### src/rtl/touch_ui_decoder.sv
// Touch panel decoder: debounces pen samples, classifies presses into grid cells or a
// slider with minus/plus buttons, and maintains a saturating slider value with drag and auto-repeat.
module touch_ui_decoder #(
    parameter int COORD_W     = 8,
    parameter int VAL_W       = 7,
    parameter int GRID_X0     = 7,
    parameter int GRID_Y0     = 7,
    parameter int CELL_W      = 19,
    parameter int CELL_H      = 8,
    parameter int GRID_COLS   = 12,
    parameter int GRID_ROWS   = 16,
    parameter int BAR_X0      = 40,
    parameter int BAR_X1      = 220,
    parameter int BAR_Y0      = 155,
    parameter int BAR_Y1      = 168,
    parameter int BTN_W       = 20,
    parameter int DEBOUNCE    = 3,
    parameter int JITTER      = 2,
    parameter int REPEAT_DLY  = 16,
    parameter int REPEAT_RATE = 4
) (
    input  logic               sys_clk,
    input  logic               iRST,
    input  logic [COORD_W-1:0] x,
    input  logic [COORD_W-1:0] y,
    input  logic               coord_valid,
    input  logic               pen_down,
    input  logic               val_load,
    input  logic [VAL_W-1:0]   val_in,
    output logic               cell_hit,
    output logic [3:0]         cell_col,
    output logic [3:0]         cell_row,
    output logic [VAL_W-1:0]   val_out,
    output logic               val_wr,
    output logic [COORD_W-1:0] hit_x,
    output logic [COORD_W-1:0] hit_y,
    output logic               released
);
    localparam int PW      = COORD_W + VAL_W;
    localparam int VAL_MAX = (1 << VAL_W) - 1;
    localparam int DW      = $clog2(DEBOUNCE + 1);
    localparam int RDW     = $clog2(REPEAT_DLY + 1);
    localparam int RRW     = $clog2(REPEAT_RATE + 1);

    localparam logic [VAL_W-1:0]   VMAX = VAL_W'(VAL_MAX);
    localparam logic [COORD_W-1:0] GX0  = COORD_W'(GRID_X0);
    localparam logic [COORD_W-1:0] GY0  = COORD_W'(GRID_Y0);
    localparam logic [COORD_W-1:0] CWD  = COORD_W'(CELL_W);
    localparam logic [COORD_W-1:0] CHD  = COORD_W'(CELL_H);
    localparam logic [COORD_W-1:0] NCOL = COORD_W'(GRID_COLS);
    localparam logic [COORD_W-1:0] NROW = COORD_W'(GRID_ROWS);
    localparam logic [COORD_W-1:0] BX0  = COORD_W'(BAR_X0);
    localparam logic [COORD_W-1:0] BX1  = COORD_W'(BAR_X1);
    localparam logic [COORD_W-1:0] BY0  = COORD_W'(BAR_Y0);
    localparam logic [COORD_W-1:0] BY1  = COORD_W'(BAR_Y1);
    localparam logic [COORD_W-1:0] MX0  = COORD_W'(BAR_X0 - BTN_W);
    localparam logic [COORD_W-1:0] PX1  = COORD_W'(BAR_X1 + BTN_W);
    localparam logic [COORD_W-1:0] JIT  = COORD_W'(JITTER);
    localparam logic [DW-1:0]      DEB1 = DW'(DEBOUNCE - 1);
    localparam logic [RDW-1:0]     RDLY = RDW'(REPEAT_DLY);
    localparam logic [RDW-1:0]     RDL1 = RDW'(REPEAT_DLY - 1);
    localparam logic [RRW-1:0]     RRT1 = RRW'(REPEAT_RATE - 1);

    typedef enum logic [2:0] {S_IDLE, S_DEBOUNCE, S_PRESS, S_HOLD, S_RELEASE} state_t;
    typedef enum logic [2:0] {R_NONE, R_GRID, R_BAR, R_MINUS, R_PLUS} region_t;

    state_t             state;
    region_t            region, hold_reg;
    logic [COORD_W-1:0] ref_x, ref_y, drag_x;
    logic [DW-1:0]      cnt;
    logic [RDW-1:0]     rpt_cnt;
    logic [RRW-1:0]     rate_cnt;
    logic               pend_drag, pend_step;
    logic [COORD_W-1:0] gx, gy, col_q, row_q;
    logic               upd;
    logic [VAL_W-1:0]   upd_val;

    function automatic logic in_bar_row(input logic [COORD_W-1:0] yy);
        return (yy >= BY0) && (yy <= BY1);
    endfunction

    function automatic logic near(input logic [COORD_W-1:0] a, input logic [COORD_W-1:0] b);
        logic [COORD_W-1:0] d;
        d = (a >= b) ? (a - b) : (b - a);
        return d <= JIT;
    endfunction

    // Clamp to the bar, then scale with a constant divisor; the product width holds the full range.
    function automatic logic [VAL_W-1:0] bar_map(input logic [COORD_W-1:0] xx);
        logic [COORD_W-1:0] xc;
        logic [PW-1:0]      prod, q;
        xc   = (xx < BX0) ? BX0 : ((xx > BX1) ? BX1 : xx);
        prod = PW'(xc - BX0) * PW'(VAL_MAX);
        q    = prod / PW'(BAR_X1 - BAR_X0);
        return (q > PW'(VAL_MAX)) ? VMAX : VAL_W'(q);
    endfunction

    always_comb begin
        gx     = hit_x - GX0;
        gy     = hit_y - GY0;
        col_q  = gx / CWD;
        row_q  = gy / CHD;
        region = R_NONE;
        if (hit_x >= GX0 && hit_y >= GY0 && col_q < NCOL && row_q < NROW)
            region = R_GRID;
        else if (in_bar_row(hit_y)) begin
            if (hit_x >= BX0 && hit_x <= BX1)      region = R_BAR;
            else if (hit_x >= MX0 && hit_x < BX0)  region = R_MINUS;
            else if (hit_x > BX1 && hit_x <= PX1)  region = R_PLUS;
        end
    end

    // Slider update candidate: press action, or a drag/repeat event captured on the previous cycle.
    always_comb begin
        upd     = 1'b0;
        upd_val = val_out;
        if (state == S_PRESS) begin
            case (region)
                R_BAR:   begin upd_val = bar_map(hit_x); upd = 1'b1; end
                R_MINUS: if (val_out != '0)  begin upd_val = val_out - VAL_W'(1); upd = 1'b1; end
                R_PLUS:  if (val_out != VMAX) begin upd_val = val_out + VAL_W'(1); upd = 1'b1; end
                default: ;
            endcase
        end else if (pend_drag) begin
            upd_val = bar_map(drag_x);
            upd     = (upd_val != val_out);
        end else if (pend_step) begin
            if (hold_reg == R_MINUS && val_out != '0) begin
                upd_val = val_out - VAL_W'(1);
                upd     = 1'b1;
            end else if (hold_reg == R_PLUS && val_out != VMAX) begin
                upd_val = val_out + VAL_W'(1);
                upd     = 1'b1;
            end
        end
    end

    always_ff @(posedge sys_clk) begin
        if (iRST) begin
            state     <= S_IDLE;
            hold_reg  <= R_NONE;
            ref_x     <= '0;
            ref_y     <= '0;
            drag_x    <= '0;
            cnt       <= '0;
            rpt_cnt   <= '0;
            rate_cnt  <= '0;
            pend_drag <= 1'b0;
            pend_step <= 1'b0;
            cell_hit  <= 1'b0;
            cell_col  <= '0;
            cell_row  <= '0;
            val_out   <= '0;
            val_wr    <= 1'b0;
            hit_x     <= '0;
            hit_y     <= '0;
            released  <= 1'b0;
        end else begin
            cell_hit  <= 1'b0;
            val_wr    <= 1'b0;
            released  <= 1'b0;
            pend_drag <= 1'b0;
            pend_step <= 1'b0;

            if (val_load) val_out <= val_in;
            else if (upd) begin
                val_out <= upd_val;
                val_wr  <= 1'b1;
            end

            case (state)
                S_IDLE: if (coord_valid && pen_down) begin
                    ref_x <= x;
                    ref_y <= y;
                    cnt   <= DW'(1);
                    state <= S_DEBOUNCE;
                end
                S_DEBOUNCE: begin
                    if (!pen_down) state <= S_IDLE;
                    else if (coord_valid) begin
                        if (near(x, ref_x) && near(y, ref_y)) begin
                            if (cnt == DEB1) begin
                                hit_x <= x;
                                hit_y <= y;
                                cnt   <= '0;
                                state <= S_PRESS;
                            end else cnt <= cnt + DW'(1);
                        end else begin
                            ref_x <= x;
                            ref_y <= y;
                            cnt   <= DW'(1);
                        end
                    end
                end
                S_PRESS: begin
                    hold_reg <= region;
                    rpt_cnt  <= '0;
                    rate_cnt <= '0;
                    if (region == R_GRID) begin
                        cell_col <= 4'(col_q);
                        cell_row <= 4'(row_q);
                        cell_hit <= 1'b1;
                    end
                    state <= S_HOLD;
                end
                S_HOLD: begin
                    if (!pen_down) state <= S_RELEASE;
                    else if (coord_valid) begin
                        if (hold_reg == R_BAR && in_bar_row(y)) begin
                            drag_x    <= x;
                            pend_drag <= 1'b1;
                        end else if (hold_reg == R_MINUS || hold_reg == R_PLUS) begin
                            // Initial delay phase, then a free-running rate phase.
                            if (rpt_cnt != RDLY) begin
                                rpt_cnt <= rpt_cnt + RDW'(1);
                                if (rpt_cnt == RDL1) pend_step <= 1'b1;
                            end else if (rate_cnt == RRT1) begin
                                rate_cnt  <= '0;
                                pend_step <= 1'b1;
                            end else rate_cnt <= rate_cnt + RRW'(1);
                        end
                    end
                end
                S_RELEASE: begin
                    released <= 1'b1;
                    state    <= S_IDLE;
                end
                default: state <= S_IDLE;
            endcase
        end
    end
endmodule

### config.mk
export PLATFORM = sky130hd
export DESIGN_NAME = touch_ui_decoder
export DESIGN_NICKNAME = d
export VERILOG_FILES = /design/src/rtl/touch_ui_decoder.sv
export SDC_FILE = /design/constraint.sdc
export NUM_CORES = 1
export LEC_CHECK = 0
export ABC_CLOCK_PERIOD_IN_PS = 13400
export CAP_MARGIN = 10
export CORE_ASPECT_RATIO = 0.9
export CORE_UTILIZATION = 55
export DETAILED_ROUTE_END_ITERATION = 10
export PLACE_DENSITY = 0.72
export SLEW_MARGIN = 20
export SYNTH_ARGS = -nofsm -noshare
export SYNTH_HDL_FRONTEND = slang
export SYNTH_SLANG_ARGS = --single-unit
### constraint.sdc
create_clock -name sys_clk -period 13.4 [get_ports sys_clk]
set_clock_uncertainty 0.1 [all_clocks]
set_input_delay 2.68 -clock sys_clk [delete_from_list [all_inputs] [get_ports sys_clk]]
set_output_delay 2.68 -clock sys_clk [all_outputs]
set_load 0.05 [all_outputs]
[Word level (Yosys, flattened, before mapping)]
Index checks and enable logic that the tools add are counted.
Word-level totals
  bits in registers: 76
  input bits: 28
  output and inout bits: 34
Operators by class
  add/subtract/negate cells: 13
  multipliers: 2
  div/mod/pow operators: 3
  $lt $le $gt $ge: 22
  eq/ne operators: 34
  mux-type cells: 74
  bitwise gates (word level): 5
  reductions and logical operators: 34
Operators with widths (count)
  two-way mux 8 bit: 14
  two-way mux 7 bit: 11
  two-way mux 3 bit: 17
  <= comparator 8 bit, second input constant: 4
  one-hot mux 8 bit (2 select lines): 2
  subtractor 8 bit: 4
  divider 15 x 8 -> 15 bit, second input constant: 2
  > comparator 15 x 7 -> 1 bit, second input constant: 2
  multiplier 9 x 8 -> 15 bit, second input constant: 2
  two-way mux 5 bit: 5
  != test 2 bit, second input constant: 11
  equality test 3 x 2 -> 1 bit, second input constant: 7
  one-hot mux 7 bit (3 select lines): 1
  AND reduction 6 bit: 3
  subtractor 8 x 6 -> 9 bit, second input constant: 2
  greater-or-equal comparator 8 x 3 -> 1 bit, second input constant: 2
  greater-or-equal comparator 8 bit: 2
  greater-or-equal comparator 8 bit, second input constant: 2
  > comparator 8 bit, second input constant: 2
  <= comparator 8 x 2 -> 1 bit, second input constant: 2
  < comparator 8 x 6 -> 1 bit, second input constant: 2
  subtractor 8 x 3 -> 8 bit, second input constant: 2
  AND reduction 5 bit: 3
  two-way mux 1 bit: 14
  39 further kinds: 69

[Logic depth before layout (Yosys ltp)]
  depth after elaboration: 13
  gate-level depth with buffers: 50

[Least setup slack after synthesis]
No wires, ideal clock.
  kind: register to register
  from: register hit_x[3]
  to: register val_out[0]
  library setup time: 0.129 ns
  data arrival time: 11.698 ns
  required time: 13.171 ns
  setup slack: 1.473 ns
  stages on the path, launching flop included: 45
  buffers on the path: 3
  period minus slack after synthesis: 11.927 ns
  cell sequence: dfxtp_1 clkbuf_1 or2_2 clkbuf_1 nand2_1 nand2_1 o21ai_0 nor2_1 ha_1 nor2b_1 o21a_1 a21oi_1 inv_1 fa_1 fa_1 inv_1 fa_1 inv_1 [... 9 more ...] a21boi_0 o221a_2 a22o_1 a211oi_1 xnor2_1 a21oi_1 a221oi_1 a31oi_1 o31ai_1 nor3_1 o31ai_1 o2111ai_1 a31oi_1 a221oi_1 a2111oi_0 o2111ai_1 a221oi_1 o41ai_2
On the way
  cells in the longest elaborated chain, start to end: 12
  elaborated cells on any way between the ends: 42
  classes of those cells: 2 x add/sub; 1 x mul; 2 x div; 9 x order compare; 6 x eq/ne; 14 x mux; 8 x reduce/logical
RTL lines
  from (decl): line 35  | output logic [COORD_W-1:0] hit_x,
  from (signal assigned): line 155  | hit_x <= '0;
  from (signal assigned): line 183  | hit_x <= x;
  > comparator 8 bit or <= comparator 8 bit (tied branches): line 92, 109
  two-way mux 8 bit or logical AND 1 bit (tied branches): line 92, 109
  two-way mux 8 bit or two-way mux 3 bit (tied branches): line 92, 109
  subtractor 8 x 6 -> 9 bit or two-way mux 3 bit (tied branches): line 93, 108
  multiplier 9 x 8 -> 15 bit or two-way mux 3 bit (tied branches): line 93, 107
  divider 15 x 8 -> 15 bit or two-way mux 3 bit (tied branches): line 94, 106
  > comparator 15 x 7 -> 1 bit or two-way mux 3 bit (tied branches): line 95, 104
  two-way mux 7 bit (tied with other cells): line 95  | return (q > PW'(VAL_MAX)) ? VMAX : VAL_W'(q);
  one-hot mux 7 bit (3 select lines) or one-hot mux 1 bit (3 select lines) (tied branches): line 118  | case (region)
  two-way mux 7 bit or two-way mux 1 bit (tied branches): line 117  | if (state == S_PRESS) begin
  two-way mux 7 bit or nonzero test 2 bit (tied branches)
  two-way mux 7 bit or AND reduction 6 bit (tied branches)
  to (signal assigned): line 165  | if (val_load) val_out <= val_in;
  to (signal assigned): line 167  | val_out <= upd_val;
  to (decl): line 33  | output logic [VAL_W-1:0] val_out,
Parallel ways exist; a longest one is shown, timed or not. The select of a mux whose other input is x is not followed.
A chain may end at the register's enable or synchronous reset.

[Worst setup path in the final report]
  from: register hit_x[0]
  to: register val_out[0]
Same word-level chain as after synthesis.

==> flow_summary.toml <==
[logic_synthesis]
synth_top_cell_by_area = "dfxtp_1"
syn-instance-count = 1785
synth_largest_type_area_fraction_pct = 11.3
mean_syn_cell_area_um2 = 7.55
synth_area_in_compound_gates_pct = 26.4
synth_xor_area_share_pct = 7.90
number_of_enable_type_register_cells_in_the_synthesized_netlist = 0
synth_fa_ha_area_share_pct = 20.2
async_flop_share_pct = 0
synth.area.top_cells = "dfxtp_1 11%, fa_1 10%, ha_1 9.5%, nor2_1 5.3%, xnor2_1 4.9%"
dominantRegCellSynth = "dfxtp_1"
post_synth_instance_area_mm2 = 0.0135
synthSimpleGateAreaFrac_pct = 20.4
yosys_warnings = 0
proportion_of_synthesized_chip_area_in_sequential_cells_pct = 11.3
yosysUniqueCellTypes = 106
synth_top_family_by_area = "compound AO/OA/AOI/OAI gates"
ys_seq_elements = 76
synth.mux.area_fraction_pct = 6.38

[floorplan]
die_y_um = 150
floorplan_die_area_mm2 = 0.0251
core.rowCount = 53
floorplan.die.width_um = 167
floorplan.core_area_mm2 = 0.0237
num_io_pins = 62
starting_utilization_of_the_core_area_pct = 56.9

[cells_and_area]
antenna_diode_count = 0
syn2layout_area_growth_pct = 9.46
post_route_cells_drive_above_1_share_pct = 6.94
layout.cells.most_common_list = "188 x nor2_1, 170 x inv_1, 137 x nand2_1"
postLayoutCoreUtil_pct = 62.3
mostFrequentLayoutCell = "nor2_1"
final_net_count = 2010
final_area_mm2 = 0.0147

[power_and_ir_drop]
power_frac_seq_pct = 12.5
power_frac_clock_pct = 13.7
power-per-cell-area_mw_per_mm2 = 128
post-layout-total-power_mw = 1.89
netSwitchingFraction_pct = 51.9
cell_internal_pwr_mw = 0.910
power.static_leakage_nw = 6.37
comb_power_share_pct = 73.8
power_switching_mw = 0.984
ir_worst_vdd_uv = 130

[critical_path]
reg2regPathDepth = 42
critical_path_class = "reg2reg"
cp_startpoint_kind = "flop"
path_max_fanout = 9
critical-path-top-cell-by-count = "inv_1"
timing.critical_path.arrival_ns = 12.84
reg2reg_slack_ns = 0.67
cpMaxStageDelayCell = "fa_1"
cp_slowest_stage_delay_ns = 0.54
regToRegStartpoint = "hit_x[0]"
r2r-end = "val_out[0]"
critical_path.endpoint_type = "flop"
worstPathRequired_ns = 13.51

[timing]
timing.final.crit_share_pct = 95.0
slew_headroom_pct = 30.0
unrepaired_setup_endpoints_after_global_routing = "yes"
max_clock_freq_ghz = 0.0786
worst-slew-pin-transition_ns = 1.05
report.final.setup_viol = 0
drv_slew = 0
layout_min_cycle_time_ns = 12.73
finalHoldViolCount = 0
tns_ns = 0

[grt]
grt_antenna_before_repair = 0
grt-ovfl-total = 0
first_global_vias = 12000
largest_net_degree_at_the_start_of_global_routing = 82
first_pass_grt_wire_length_mm = 58.1
gr-usage-all-layers_pct = 27.8

[hold_path]
min_path_type = "reg2reg"
worstHoldStart = "rate_cnt[1]"
worst_hold_path.endpoint = "rate_cnt[1]"
hold-path-cell-count = 2

[clocking]
tritoncts.num_buffers = 9
ctsRootBufferMaster = "clkbuf_16"
cts_tree = "built"
clock_insertion_delay_worst_skew_ns = 0.35
cts_max_level = 3
cts.clk_slew.worst_paths_ns = 0.07
cts_max_path_buffers = 2
numClockSinks = 76
ctsHoldBuffers = 0

[detailed_routing]
detailed_route_wire_length_mm = 34.8
ant_nets = 0
wl_per_cell_um = 16.4
drt-initial-drc-count = 1050
via_per_inst = 6.18
drt-pass1-iter-count = 7
route.detailed.drc = 0
num_vias = 13100

[placement]
dp_hpwl_mm = 27.2
routability_driven_placement_congestion_ratio = 0.924
port-buffer-count = 61
postPlaceCellArea_mm2 = 0.0143

[outcome]
outcome = "finished clean"

[flow_run]
drv.max_cap_violation_count = 0
cell type report:
cell class,count,area (um2)
Clock buffer,9,225
Clock inverter,7,85.1
Fill cell,2160,8930
Inverter,170,638
Multi-Input combinational cell,1469,11100
Sequential cell,76,1520
Tap cell,302,378
Timing Repair Buffer,84,778
synthesized netlist by cell type (all sizes together) (12+ instances only):
cell / instances
dfxtp: 76
or2: 13
o22ai: 20
clkbuf: 65
a31oi: 25
nor2: 190
and3: 16
mux2i: 63
a211oi: 28
ha: 102
nand2b: 15
xnor2: 76
o31ai: 14
inv: 170
or3: 15
fa: 70
a21oi: 127
xor2: 40
a21o: 17
nor3: 54
nor4: 15
a211o: 12
nand4: 20
o211ai: 18
buf: 21
nor2b: 16
o21ai: 91
o21a: 19
mux2: 20
nand2: 140
and2: 15
nand3: 32
power groups by stage:
stage / logic (mW) / registers (mW) / clock network (mW)
6_report: 1.40 / 0.237 / 0.259
5_1_grt: 1.52 / 0.238 / 0.272
3_3_place_gp: 1.30 / 0.242 / 0
3_5_place_dp: 1.31 / 0.242 / 0
2_1_floorplan: 1.07 / 0.242 / 0
4_1_cts: 1.32 / 0.237 / 0.262
through the flow:
| step | cells | hold slack, ns | setup slack, ns |
|---|---|---|---|
| CTS | 2110 | 0.381 | 0.0492 |
| floorplan | 1801 | 0.349 | 1.47 |
| global route | 2117 | 0.407 | -0.0237 |
| detailed placement | 2094 | 0.372 | -0.117 |
| global placement | 2094 | 0.359 | 0.0153 |
| finish | 2117 | 0.380 | 0.670 |
timing repair:
item	in CTS	in global routing
gates cloned	0	0
buffers inserted	0	7
resized for setup	1	21
endpoints found under the setup margin	1	8
pin swaps	0	3
critical path, delay by kind of cell, from the launching register on:
family          cells  cell delay (ns)
compound gates     22             6.15
fa+ha+maj           7             3.00
buf+inv             5             0.51
flops               1             0.41
mux                 2             0.80
simple gates        6             1.60
routing by layer:
metal	up-vias	routed length [um]	GRT usage (%)
met5	-	0	0
met4	0	569	5.88
met3	49	2510	5.07
met2	461	15700	45.5
met1	6142	16000	38.2
li1	6424	-	-
worst max path at each step:
stage,startpoint,to,slack [ns],cells past startpoint
final,hit_x[0],val_out[0],0.67,42
after global routing,drag_x[3],val_out[6],-0.02,45
after CTS,hit_x[4],val_out[0],0.05,41
after detailed placement,hit_x[4],val_out[0],-0.12,41
after global placement,hit_x[4],val_out[0],0.02,41
after floorplan,hit_x[3],val_out[0],1.47,44
cell families (layout without fill, tap and decap cells):
group                    Yosys count  count (layout)
AO/OA/AOI/OAI                    501             501
XOR/XNOR                         117             117
adder cells (fa/ha/maj)          176             176
buffers and inverters            256             270
flip-flops                        76              76
multiplexers                      83              83
other                              2              18
AND/OR/NAND/NOR                  574             574
Note: power is estimated with default switching activity, not from simulation.
